`config.mk`:
```
export PLATFORM = sky130hd
export DESIGN_NAME = note_scroll_controller
export DESIGN_NICKNAME = d
export VERILOG_FILES = /design/src/rtl/note_scroll_controller.sv
export SDC_FILE = /design/constraint.sdc
export NUM_CORES = 1
export LEC_CHECK = 0
export ABC_AREA = 1
export CAP_MARGIN = 5
export CORE_MARGIN = 4
export CORE_UTILIZATION = 60
export DETAILED_ROUTE_END_ITERATION = 6
export PLACE_DENSITY = 0.83
export SETUP_SLACK_MARGIN = 0.2
export SLEW_MARGIN = 20
export SYNTH_ARGS = -nofsm -noshare
export SYNTH_HDL_FRONTEND = slang
export SYNTH_SLANG_ARGS = --single-unit
```
`constraint.sdc`:
```
create_clock -name clk -period 5.87 [get_ports clk]
set_input_delay 1.174 -clock clk [delete_from_list [all_inputs] [get_ports clk]]
set_output_delay 1.174 -clock clk [all_outputs]
set_load 0.005 [all_outputs]
```
`src/rtl/note_scroll_controller.sv`:
```
// note_scroll_controller
// Sequences the three-lane note shift register: divides clk into a one-cycle
// slow_clk tick, holds load_n high across the first tick so the shifter
// latches the song image, then counts SONG_LEN ticks of scrolling.
// Optional feature: define NOTE_CTRL_PAUSE_EN to let `pause` freeze the
// divider while playing; otherwise `pause` is ignored.
module note_scroll_controller #(
  parameter int CLK_DIV  = 5000000,
  parameter int SONG_LEN = 100
) (
  input  logic       clk,
  input  logic       reset,
  input  logic       start,
  input  logic       stop,
  input  logic       pause,
  input  logic [1:0] song_in,
  output logic       slow_clk,
  output logic       load_n,
  output logic [1:0] song_sel,
  output logic [6:0] beat_count,
  output logic       playing,
  output logic       done
);

  localparam int              DIV_W     = (CLK_DIV > 1) ? $clog2(CLK_DIV) : 1;
  localparam logic [DIV_W-1:0] DIV_MAX  = DIV_W'(CLK_DIV - 1);
  localparam logic [6:0]      LAST_BEAT = 7'(SONG_LEN - 1);

  typedef enum logic [1:0] {S_IDLE, S_LOAD, S_PLAY, S_DONE} state_t;

  state_t           state, state_d;
  logic [DIV_W-1:0] div;
  logic             pause_eff;
  logic             div_en;
  logic             accept;

`ifdef NOTE_CTRL_PAUSE_EN
  assign pause_eff = pause;
`else
  logic unused_pause;
  assign unused_pause = pause;
  assign pause_eff    = 1'b0;
`endif

  // Divider runs through LOAD and the LOAD->PLAY handoff so the first PLAY
  // tick lands exactly CLK_DIV cycles after the load tick.
  assign div_en = (state == S_LOAD) || ((state == S_PLAY) && !pause_eff);
  assign accept = ((state == S_IDLE) || (state == S_DONE)) && start && !stop;

  // State register
  always_ff @(posedge clk) begin
    if (reset) state <= S_IDLE;
    else       state <= state_d;
  end

  // Next-state: slow_clk is registered, so a high slow_clk here means this
  // edge is the one ending the tick pulse.
  always_comb begin
    state_d = state;
    case (state)
      S_IDLE:  if (start) state_d = S_LOAD;
      S_LOAD:  if (slow_clk) state_d = S_PLAY;
      S_PLAY:  if (slow_clk && (beat_count == LAST_BEAT)) state_d = S_DONE;
      S_DONE:  if (start) state_d = S_LOAD;
      default: state_d = S_IDLE;
    endcase
    if (stop) state_d = S_IDLE;
  end

  // Divider, tick pulse and registered status outputs. load_n follows the
  // next state, so it only changes while slow_clk is low or on the edge that
  // ends a pulse -- never on a slow_clk rising edge.
  always_ff @(posedge clk) begin
    if (reset) begin
      div      <= '0;
      slow_clk <= 1'b0;
      load_n   <= 1'b0;
      playing  <= 1'b0;
      done     <= 1'b0;
    end else begin
      if ((state_d == S_IDLE) || (state_d == S_DONE))
        div <= '0;
      else if (div_en)
        div <= (div == DIV_MAX) ? '0 : div + 1'b1;
      slow_clk <= !stop && div_en && (div == DIV_MAX);
      load_n   <= (state_d == S_LOAD);
      playing  <= (state_d == S_PLAY);
      done     <= (state_d == S_DONE);
    end
  end

  // Song select capture; held through stop, cleared only by reset.
  always_ff @(posedge clk) begin
    if (reset)       song_sel <= 2'd0;
    else if (accept) song_sel <= song_in;
  end

  // Beat counter: cleared when the load tick ends, bumped as each PLAY tick
  // ends, held in DONE (it stops at SONG_LEN because DONE has no ticks).
  always_ff @(posedge clk) begin
    if (reset || stop) begin
      beat_count <= 7'd0;
    end else if (slow_clk) begin
      if (state == S_LOAD)      beat_count <= 7'd0;
      else if (state == S_PLAY) beat_count <= beat_count + 7'd1;
    end
  end

endmodule

```
==> impl_metrics.ini <==
[outcome]
status = finished clean

[global_routing]
grt_max_degree = 13
first_global_vias = 1819
grt_pass1_wl_microns = 7245
overflow = 0
grt_use_total_pct = 21.61
antenna_found_initial = 0

[critical_path]
slowest_stage = nor2_1
cp_max_fo = 11
cp.required_ns = 6.16
cp_top_family = simple AND/OR/NAND/NOR gates
cp.arrival_ns = 3.60
r2r-end = div[14]
cp-start-kind = primary input
cpPeakStageDelay_ns = 0.63
worstPathCellList = clkdlybuf4s50_1, inv_1, a31oi_1, nand2_1, nand3_1, inv_1, ha_1, nor2_1, inv_1, nor2_1, nand2_1, nor2_1
rr_worst_depth = 12
timing.rr.start = state[0]
r2r_slack_ns = 2.93
cp_num_cells = 12
crit_path_end_kind = flop
path_class = primary input to flop
path_buf_inv = 4

[synth]
ys_ff_latch = 38
ys_warn_count = 0
yosysUniqueCellTypes = 25
synth_edf_count = 0
synth_flop_cell = dfxtp_1
synth_cells = 307
synth_nets = 321
ys_seq_area_share_pct = 38.05
synth_area_per_cell_sq_um = 6.513
synth_area_sq_mm = 0.001999
synthArstFlopShare_pct = 0

[floorplan]
die_w_microns = 65.73
start_util_pct = 63.92
row_count = 20
die_h_microns = 65.73
core-area_sq_mm = 0.003128
io_pins = 20
die_area_sq_mm = 0.004320

[power]
peakVddDrop_v = 0.0001905
power_mw = 0.5326
p_per_area_mw_per_mm2 = 230.0
power.leakage_nw = 0.8844

[finish]
drive_gt1_share_pct = 4.848
fill_cells = 264
layout_common_cells = nand2_1 (75), nor2_1 (71), inv_1 (43)
layout_commonest_cell = nand2_1
syn_to_final_growth_pct = 15.83
num_antenna_cells = 0
finalNetCount = 343

[cts]
ctsResizeCount = 0
clock_latency_ns = 0.35
clock-sinks = 38
h-tree-depth = 2
clock_path_buffers = 2
post_cts_buffers = 0
numCtsBuffers = 5
cts_tree = yes
clk_pin_slew_ns = 0.11
cts_root_buffer = clkbuf_4
cts.hold.buffers_added = 0

[sta]
final.period_utilization_pct = 56.36
fmax_ghz = 0.3023
period_needed_ns = 3.308
grt_setup_unrepaired = no
setup_viol = 0
worst_slack_ns = 2.562
setup_tns_ns = 0
final_max_slew_viol_count = 0
hold_violations = 0
slew_headroom_pct = 48.75
skew_ns = 0.009203
worstMarginPinSlew_ns = 0.7660

[hold_path]
whs_endpoint = song_sel[1]
hp-class = flop to flop
holdPathStages = 2
min_from = song_sel[1]

[run]
drv_cap = 0

[route]
num_vias = 1885
wirelength_microns = 4093
wire_per_inst_microns = 10.94
first_pass_iters = 4
viasPerCell = 5.040
drc = 0
detail-route-antenna-nets = 0
drtIter0Drc = 142

[placement]
dp_hpwl_microns = 3116
numPortBuffers = 18
place_congestion = 0.8736
post-place-ws_ns = 2.150
[metrics by stage]
stage / util [%] / hold WS, ns / instance area [sq um] / std cells
finish: 74.04 / 0.4946 / 2316 / 374
detailed placement: 70.48 / 0.4807 / 2205 / 366
global placement: 70.48 / 0.4678 / 2205 / 366
global route: 74.04 / 0.5541 / 2316 / 374
floorplan: - / 0.4745 / 1999 / 307
CTS: 74.04 / 0.4974 / 2316 / 374
[tightest hold or removal path: stages, from the launching register on]
cell	delay, ns
dfxtp_1	0.33
nor2_1	0.09
nor2_1	0.05
[cell usage after synthesis, types with 2 or more instances]
cell	instances	area, sq um
nor3_1	11	55.05
nor2_2	3	18.77
inv_1	43	161.4
nand2_1	75	281.5
o21bai_1	2	15.01
dfxtp_1	38	760.7
buf_6	2	22.52
o21ai_0	11	55.05
nand4_1	2	12.51
a21oi_1	8	40.04
ha_1	7	87.58
nor2_1	71	266.5
nand3_1	18	90.09
xor2_1	5	43.79
[metal layers]
layer  routed length [microns]  track usage, %  vias up
met2                      2025           39.05       30
met4                        61           9.326        0
met5                         0               0        -
met3                       163           4.786        7
met1                      1842           23.96      853
li1                          -               -      995
[flip-flops by register name, indices dropped and copies added, names as in the netlist]
signal and count:
beat_count 7, div 23, done 1, load_n 1, playing 1, slow_clk 1, song_sel 2, state 2
[how the worst max path moves through the flow]
stage	from	to	slack (ns)
final	start	div[14]	2.56
after global routing	start	div[9]	2.31
after CTS	start	div[18]	2.54
after detailed placement	start	div[18]	2.15
after global placement	start	div[19]	2.21
after floorplan	start	div[12]	3.34
[logic make-up (layout without fill, tap and decap cells)]
| kind of cell | after synthesis | after routing | share of synthesized area [%] |
|---|---|---|---|
| flops | 38 | 38 | 38.05 |
| xor+xnor | 6 | 6 | 2.628 |
| compound gates | 23 | 23 | 6.133 |
| simple gates | 186 | 186 | 38.92 |
| fa+ha+maj | 7 | 7 | 4.380 |
| buf+inv | 47 | 70 | 9.887 |
[cell type report]
| cell class | instances | area (sq um) | area share, % |
|---|---|---|---|
| clock buffer | 6 | 51.30 | 2.215 |
| tap | 44 | 55.05 | 2.377 |
| inverter | 44 | 167.7 | 7.239 |
| multi-input combinational | 222 | 1041 | 44.95 |
| timing repair buffer | 18 | 180.2 | 7.780 |
| sequential | 38 | 760.7 | 32.85 |
| clock inverter | 2 | 60.06 | 2.593 |
[report_power, final]
| part | switching [mW] | leakage [nW] | internal, mW |
|---|---|---|---|
| Sequential | 0.00172 | 0.307 | 0.261 |
| Combinational | 0.0219 | 0.519 | 0.0140 |
| Clock | 0.0899 | 0.0585 | 0.144 |
| Total | 0.114 | 0.884 | 0.419 |
Power figures use the tool's default switching activity.
